===== src/rtl/mem_stage_sb.sv =====
// mem_stage_sb: MEM stage with byte-lane load/store unit, in-order store buffer and req/gnt/rvalid memory port
module mem_stage_sb #(
  parameter int ADDR_W = 32,
  parameter int SB_DEPTH = 4
) (
  input  logic              clk,
  input  logic              rst,
  input  logic [ADDR_W-1:0] ALUres_MEM,
  input  logic [31:0]       MemWd,
  input  logic [31:0]       ExtImm_WB,
  input  logic [31:0]       ALUres_WB,
  input  logic [31:0]       MemRd_WB,
  input  logic [1:0]        MemWd_Fwd_ctr,
  input  logic              MemRead,
  input  logic              MemWrite,
  input  logic [1:0]        MemSize,
  input  logic              MemSigned,
  output logic [31:0]       MemRd,
  output logic              mem_stall,
  output logic              mem_req,
  output logic              mem_we,
  output logic [ADDR_W-1:0] mem_addr,
  output logic [31:0]       mem_wdata,
  output logic [3:0]        mem_be,
  input  logic              mem_gnt,
  input  logic              mem_rvalid,
  input  logic [31:0]       mem_rdata
);
  localparam int PW = $clog2(SB_DEPTH);
  localparam int CW = PW + 1;
  typedef enum logic [2:0] {IDLE, DRAIN, LD_REQ, LD_WAIT, LD_DONE} state_t;
  state_t state, state_nx;
  logic [ADDR_W-3:0] sb_addr [SB_DEPTH];
  logic [31:0] sb_data [SB_DEPTH];
  logic [3:0] sb_be [SB_DEPTH];
  logic [PW-1:0] head, tail, midx;
  logic [CW-1:0] count;
  logic [ADDR_W-3:0] waddr;
  logic [31:0] cap, fwd, st_data, word, sft;
  logic [3:0] lane_be;
  logic [4:0] shamt;
  logic match, hit, full, ld_port, drain, push, pop;
  always_comb begin
    waddr = ALUres_MEM[ADDR_W-1:2];
    fwd = MemWd_Fwd_ctr == 2'd0 ? MemWd : MemWd_Fwd_ctr == 2'd1 ? ExtImm_WB :
          MemWd_Fwd_ctr == 2'd2 ? ALUres_WB : MemRd_WB;
    lane_be = MemSize == 2'd0 ? 4'b0001 << ALUres_MEM[1:0] :
              MemSize == 2'd1 ? (ALUres_MEM[1] ? 4'b1100 : 4'b0011) : 4'b1111;
    st_data = MemSize == 2'd0 ? {4{fwd[7:0]}} : MemSize == 2'd1 ? {2{fwd[15:0]}} : fwd;
  end
  always_comb begin
    match = 1'b0;
    midx = head;
    for (int i = 0; i < SB_DEPTH; i++)
      if (CW'(i) < count && sb_addr[PW'(head + PW'(i))] == waddr) begin
        match = 1'b1;
        midx = PW'(head + PW'(i));
      end
  end
  always_comb begin
    hit = match && (sb_be[midx] & lane_be) == lane_be;
    full = count == CW'(SB_DEPTH);
    ld_port = MemRead && !hit;
    word = state == LD_DONE ? cap : sb_data[midx];
    shamt = MemSize == 2'd0 ? {ALUres_MEM[1:0], 3'b000} :
            MemSize == 2'd1 ? {ALUres_MEM[1], 4'b0000} : 5'd0;
    sft = word >> shamt;
    MemRd = !MemRead ? 32'd0 :
            MemSize == 2'd0 ? {{24{MemSigned & sft[7]}}, sft[7:0]} :
            MemSize == 2'd1 ? {{16{MemSigned & sft[15]}}, sft[15:0]} : sft;
  end
  always_ff @(posedge clk) begin
    if (rst) begin
      state <= IDLE;
      head <= '0;
      tail <= '0;
      count <= '0;
      cap <= '0;
    end else begin
      state <= state_nx;
      head <= pop ? head + 1'b1 : head;
      tail <= push ? tail + 1'b1 : tail;
      count <= count + CW'(push) - CW'(pop);
      if (state == LD_WAIT && mem_rvalid) cap <= mem_rdata;
    end
  end
  always_ff @(posedge clk)
    if (push) begin
      sb_addr[tail] <= waddr;
      sb_data[tail] <= st_data;
      sb_be[tail] <= lane_be;
    end
  always_comb begin
    state_nx = state;
    case (state)
      IDLE:    state_nx = !ld_port ? IDLE : match ? DRAIN : LD_REQ;
      DRAIN:   state_nx = count == '0 ? LD_REQ : DRAIN;
      LD_REQ:  state_nx = mem_gnt ? LD_WAIT : LD_REQ;
      LD_WAIT: state_nx = mem_rvalid ? LD_DONE : LD_WAIT;
      default: state_nx = IDLE;
    endcase
  end
  always_comb begin
    drain = count != '0 && (state == DRAIN || (state == IDLE && !ld_port));
    mem_stall = state == DRAIN || state == LD_REQ || state == LD_WAIT ||
                (state == IDLE && (ld_port || (MemWrite && full)));
    mem_req = drain || state == LD_REQ;
    mem_we = drain;
    mem_addr = {drain ? sb_addr[head] : waddr, 2'b00};
    mem_wdata = drain ? sb_data[head] : 32'd0;
    mem_be = drain ? sb_be[head] : 4'b1111;
    push = MemWrite && !mem_stall;
    pop = drain && mem_gnt;
  end
endmodule


===== config.mk =====
export PLATFORM = sky130hd
export DESIGN_NAME = mem_stage_sb
export DESIGN_NICKNAME = d
export VERILOG_FILES = /design/src/rtl/mem_stage_sb.sv
export SDC_FILE = /design/constraint.sdc
export NUM_CORES = 1
export LEC_CHECK = 0
export ABC_CLOCK_PERIOD_IN_PS = 7500
export CORE_MARGIN = 5
export CORE_UTILIZATION = 50
export DETAILED_ROUTE_END_ITERATION = 8
export PLACE_DENSITY_LB_ADDON = 0.3
export SYNTH_ARGS = -nofsm -noshare
export SYNTH_HDL_FRONTEND = slang
export SYNTH_SLANG_ARGS = --single-unit

===== constraint.sdc =====
create_clock -name clk -period 7.5 [get_ports clk]
set_input_delay 1.125 -clock clk [delete_from_list [all_inputs] [get_ports clk]]
set_output_delay 1.125 -clock clk [all_outputs]
set_load 0.05 [all_outputs]

Yosys cells after proc, flatten, opt, wreduce, memory -nomap -nowiden:

Memory sizes are Yosys's and may differ from the RTL's. A register that Yosys moved wholly into a read port is not among the register bits.
Index checks and enable logic that the tools add are counted.

* memories: 3
* bits in registers: 42
* input bits: 203
* word-level logic and storage cells: 101
* output and inout bits: 103
* memory bits (writable): 264

* bitwise gates (word level): 3
* shift-type cells: 2
* $add $sub $neg: 6
* muxes and demuxes: 38
* reduce and logical (&&, ||, !) cells: 27
* $lt $le $gt $ge: 4
* equality and inequality tests: 13

Memories
* sb_data: words 4, bits a word 32, read ports 2, clocked after Yosys merged registers in 1, wr ports 1, RTL line 34 `logic [31:0] sb_data [SB_DEPTH];`
* sb_addr: words 4, bits a word 30, read ports 4, clocked after Yosys merged registers in 1, wr ports 1, RTL line 33 `logic [ADDR_W-3:0] sb_addr [SB_DEPTH];`
* sb_be: words 4, bits a word 4, read ports 2, clocked after Yosys merged registers in 1, wr ports 1, RTL line 35 `logic [3:0] sb_be [SB_DEPTH];`

Operators with widths (number)
* 32-bit two-way mux: 10
* 30-bit == test: 4
* 32-bit by 5-bit >> shifter with 32-bit output: 1
* 30-bit two-way mux: 1
* 2-bit two-way mux: 12
* 4-bit two-way mux: 4
* 1-bit logical AND: 13
* 3-bit one-hot mux with 4 select lines: 1
* 5-bit two-way mux: 2
* 1-bit two-way mux: 7
* 3-bit by 2-bit == test with 1-bit output, second input constant: 2
* 3-bit == test, second input constant: 2
* 3-bit logical NOT: 2
* 1-bit logical OR: 6
* 1-bit by 3-bit less-than comparator with 1-bit output, first input constant: 2
* 2-bit by 3-bit less-than comparator with 1-bit output, first input constant: 2
* 2-bit by 1-bit adder with 2-bit output, second input constant: 2
* 2-bit adder, second input constant: 2
* 4-bit bitwise AND: 1
* 2-bit by 1-bit == test with 1-bit output, second input constant: 2
* 4-bit == test: 1
* 2-bit logical NOT: 2
* 1-bit by 2-bit << shifter with 4-bit output, first input constant: 1
* 3-bit by 1-bit adder with 3-bit output: 1
* 7 further kinds: 10

Depth between registers and ports, before layout:

An unclocked memory read counts as a cell.

* depth after elaboration: 20
* depth in mapped cells: 27
* gate-level depth less buffers: 20

Worst setup path after synthesis:

No wires, ideal clock.

* kind: input port to flip-flop
* from: input ALUres_MEM[4]
* to: memory sb_addr[0][0] (netlist name), enable pin
* path buffers: 2
* slack: 228 ps
* arrival time: 6781 ps
* stages on the path: 16
* required time: 7009 ps
* path through: clkbuf_1 -> inv_1 -> a222oi_1 -> nor3b_1 -> o22ai_1 -> nor4_4 -> and3_1 -> or3_4 -> nand3_1 -> and2_1 -> buf_2 -> mux2i_1 -> or2_1 -> nor4b_2 -> o31ai_4 -> nor2_1

* longest elaborated chain between the ends: 18
* elaborated cells on any way between the ends: 28
* those cells by class: eq/ne (5); mux (9); bitwise (1); reduce/logical (12); memory (1)

Ends and longest elaborated chain
* from (decl): RTL line 8 `input logic [ADDR_W-1:0] ALUres_MEM,`
* 30-bit == test: RTL line 55 `if (CW'(i) < count && sb_addr[PW'(head + PW'(i))] == waddr) begin`
* 1-bit logical AND: RTL line 55
* 2-bit two-way mux (3 in series): RTL line 55
* memory read 4 x 4 bit
* 4-bit bitwise AND: RTL line 61 `hit = match && (sb_be[midx] & lane_be) == lane_be;`
* 4-bit == test: RTL line 61
* 1-bit logical AND (*): RTL line 61
* 1-bit logical NOT (*): RTL line 63 `ld_port = MemRead && !hit;`
* 1-bit logical AND (*): RTL line 63
* 1-bit logical OR (*): RTL line 106 `(state == IDLE && (ld_port || (MemWrite && full)));`
* 1-bit logical AND (*): RTL line 106
* 1-bit logical OR (*): RTL line 105 `mem_stall = state == DRAIN || state == LD_REQ || state == LD_WAIT ||`
* 1-bit logical NOT (*): RTL line 112 `push = MemWrite && !mem_stall;`
* 1-bit logical AND (*): RTL line 112
* 1-bit two-way mux (*): RTL line 88 `if (push) begin`
* 1-bit two-way mux (not written as such) (*): RTL line 89 `sb_addr[tail] <= waddr;`
* to (decl): RTL line 33

Every way passes the cells marked *; elsewhere a longest branch is shown, timed or not.

Worst setup path after layout:

* from: input ALUres_MEM[31]
* to: output MemRd[12]

* longest elaborated chain between the ends: 11
* elaborated cells on any way between the ends: 16
* those cells by class: eq/ne (3); shift (1); mux (7); bitwise (1); reduce/logical (3); memory (1)

Ends and longest elaborated chain
* 30-bit == test: RTL line 55
* 1-bit logical AND: RTL line 55
* 2-bit two-way mux (2 in series): RTL line 55
* 2-bit two-way mux (*): RTL line 55
* memory read 4 x 32 bit (*)
* 32-bit two-way mux (*): RTL line 64 `word = state == LD_DONE ? cap : sb_data[midx];`
* 32-bit by 5-bit >> shifter with 32-bit output (*): RTL line 67 `sft = word >> shamt;`
* 32-bit two-way mux / 1-bit bitwise AND (equally long branches): RTL line 70, 69
* 32-bit two-way mux (*): RTL line 69 `MemSize == 2'd0 ? {{24{MemSigned & sft[7]}}, sft[7:0]} :`
* 32-bit two-way mux (*): RTL line 68 `MemRd = !MemRead ? 32'd0 :`
* to (decl): RTL line 18 `output logic [31:0] MemRd,`

Marks and branches as above.

==> impl_metrics.env <==
export IMPL_synth_xor_area_frac=0.0491
export IMPL_hold_ws_ns=0.458
export IMPL_ios=306
export IMPL_post_place_cells=2356
export IMPL_synth_edf_count=264
export IMPL_hold_buffers=0
export IMPL_setup_tns_ns=0
export IMPL_hold_viol_final=0
export IMPL_cts_tree="done"
export IMPL_relSlewSlack=0.284
export IMPL_synth_compound_area_share=0.101
export IMPL_wl_per_cell_um=27.4
export IMPL_initial_core_util=0.506
export IMPL_cp_slowest_stage_delay_ns=0.84
export IMPL_cts_resized=0
export IMPL_port_buffers=303
export IMPL_clock_latency_ns=0.52
export IMPL_grt_max_degree=67
export IMPL_worstPathArrival_ns=6.12
export IMPL_endpoint_kind="primary output"
export IMPL_overflow=0
export IMPL_postCtsSetupBuffers=0
export IMPL_hpwlAfterDp_um=48500
export IMPL_critPathRequiredTime_ns=6.38
export IMPL_rsz0062_at_grt="false"
export IMPL_layout_drive_gt1_share=0.209
export IMPL_period_share=0.966
export IMPL_tightest_slew_ns=1.07
export IMPL_clockRootBuffer="clkbuf_16"
export IMPL_ys_flop_type="edfxtp_1"
export IMPL_syn_to_final_growth_pct=26.6
export IMPL_final_nets=2090
export IMPL_htreeDepth=2
export IMPL_final_cells=2420
export IMPL_ys_warn_count=0
export IMPL_routed_via_count=15700
export IMPL_crit_path_max_fanout=13
export IMPL_synth_cell_types=90
export IMPL_dr_pass1_iters=6
export IMPL_p_leak_nw=8.16
export IMPL_die_x_um=208
export IMPL_grt_pass1_vias=15700
export IMPL_ys_ff_latch=308
export IMPL_critPathLaunchType="primary input"
export IMPL_finalMaxSlewViolations=0
export IMPL_outcome="complete, no violations"
export IMPL_dieArea_sq_um=43300
export IMPL_critPathBufInv=3
export IMPL_via_per_inst=6.47
export IMPL_syn_inst=1613
export IMPL_fin_area_sq_um=24800
export IMPL_gp_congestion=0.964
export IMPL_drc=0
export IMPL_max_freq_mhz=138
export IMPL_synth_adder_area_share=0.00613
export IMPL_core_sq_um=38700
export IMPL_grt_usage=0.293
export IMPL_mappedNetlistArea_sq_um=19600
export IMPL_synthMuxAreaShare=0.253
export IMPL_slowest_stage="clkdlybuf4s50_1"
export IMPL_cts_sinks=308
export IMPL_synth_seq_area_share=0.449
export IMPL_clk_path_buf_depth=3
export IMPL_antenna_found_initial=1
export IMPL_min_path_type="register to register"
export IMPL_antenna_left=0
export IMPL_worstPathCellList="clkdlybuf4s50_1, xnor2_1, nand4_1, nor4_1, o2111ai_1, nor2_4, o21ai_2, xnor2_2, buf_4, mux2_2, o2111ai_1, a2bb2oi_1, o211ai_2, a2bb2oi_2, a21oi_1, buf_12"
export IMPL_vdd_drop_max_uv=137
export IMPL_async_flop_share=0
export IMPL_min_period_ns=7.24
export IMPL_synth_top_family_by_area="multiplexers"
export IMPL_num_rows=72
export IMPL_routed_wl_um=66300
export IMPL_setup_viol=0
export IMPL_p_total_w=0.00613
export IMPL_fill_cells=2907
export IMPL_detail_route_iter0_violations=1967
export IMPL_max_cap_violations=0
export IMPL_path_clk_slew_ns=0.06
export IMPL_dpl_cell_area_sq_um=23600
export IMPL_numCtsBuffers=35
export IMPL_dieHeight_um=208
export IMPL_diodes=0
export IMPL_skew_ns=0.0154
export IMPL_grt_pass1_wl_um=98600
export IMPL_pwr_density_cell_nw_per_um2=247
export IMPL_crit_type="primary input to primary output"
export IMPL_crit_top_cell="o2111ai_1"
export IMPL_synth_simple_area_share=0.101
export IMPL_path_delay_family="compound AO/OA/AOI/OAI gates"
export IMPL_synth_area_per_cell_sq_um=12.2
path summary, 6_finish.rpt:
kind,from,end,slack [ns],depth (start not counted)
worst min register to register,cap[9],cap[9],0.46,2
worst max-delay path,ALUres_MEM[31],MemRd[12],0.26,16
worst min-delay path,cap[9],cap[9],0.46,2
worst max register to register,head[0],count[1],1.30,20
synth_stat cells (17+ instances only):
master | n | area [sq um]
buf_1 | 18 | 67.6
nand2_1 | 188 | 706
clkbuf_1 | 70 | 263
xnor2_1 | 74 | 648
xor2_1 | 34 | 298
mux2i_1 | 144 | 1440
nor2_1 | 66 | 248
a22oi_1 | 17 | 128
a21oi_1 | 75 | 375
and2_1 | 39 | 244
mux4_2 | 136 | 3060
inv_1 | 25 | 93.8
o21ai_0 | 61 | 305
buf_2 | 18 | 90.1
mux2_1 | 25 | 282
nor4_1 | 17 | 106
edfxtp_1 | 264 | 7930
dfxtp_1 | 44 | 881
worst register-to-register path, stage by stage (launching register included):
cell,delay [ns]
dfxtp_4,0.61
buf_12,0.31
mux4_2,0.59
xnor2_1,0.16
nand4_1,0.12
nor2_1,0.39
nand4_1,0.34
nor2_4,0.33
o21ai_2,0.17
nand3_1,0.19
nand2_2,0.11
buf_4,0.21
a211o_1,0.32
a41oi_2,0.34
nor4b_2,0.12
o31ai_4,0.64
ha_1,0.35
inv_1,0.06
ha_1,0.16
fa_1,0.41
nor2b_1,0.14
layout by cell type, fill, tap and decap left out, types with 7 or more instances in the layout:
master and n:
o21a_1 14, a21oi_1 75, xor2_1 34, and2_1 39, inv_1 25, clkbuf_16 35
nand2_1 187, nand4_1 14, a22oi_1 17, mux2_1 25, clkdlybuf4s50_1 200, nor2_1 61
nor3_1 15, a31oi_1 7, dfxtp_1 40, o21ai_0 61, nand2b_1 15, o221ai_1 11
mux2_2 16, clkinv_1 10, a211oi_1 9, nand3_1 16, edfxtp_1 264, nor4_1 17
mux4_2 136, o2111ai_1 8, buf_12 67, ha_1 8, xnor2_1 74, buf_4 89
a221oi_1 8, mux2i_1 144, o211ai_1 14, or3_1 10
metrics by stage:
stage	setup slack, ns	util
final	0.257	0.641
after global routing	0.0266	0.641
after CTS	0.310	0.639
after detailed placement	0.424	0.610
after global placement	0.505	0.610
after floorplan	0.228	-
routing by layer:
layer	wire (um)	vias to the layer above	part of all wire	global-route usage
met5	7	-	0.00011	0
met4	2400	2	0.036	0.0858
met3	6910	169	0.10	0.0612
met2	32500	1030	0.49	0.499
met1	24500	7716	0.37	0.382
li1	-	6736	-	-
logic make-up after synthesis:
kind of cell,Yosys count
other,1
AOI/OAI and AO/OA,290
buffers and inverters,163
DFF,308
and+or+nand+nor,412
xor gates and xnor gates,109
muxes,321
adders and majority gates,9
where the power goes:
part / leakage, nW / switching [W] / internal [W]
Combinational: 4.87 / 0.00142 / 0.00102
Sequential: 2.75 / 0.0000815 / 0.00195
Clock: 0.543 / 0.000689 / 0.000975
state kept, by name, summed over array words and instances (netlist names), named ones only:
name	count
tail	2
sb_be	16
state	3
head	2
sb_data	128
sb_addr	120
count	3
cap	32
cell type report:
type / instances / area, sq um / share of cell area
inverter: 30 / 113 / 0.00454
clock buffer: 42 / 952 / 0.0384
clock inverter: 19 / 158 / 0.00635
multi-input combinational: 1144 / 10100 / 0.406
tap: 518 / 648 / 0.0261
sequential: 308 / 8820 / 0.355
timing repair buffer: 359 / 4050 / 0.163
Note: power is estimated with default switching activity, not from simulation.
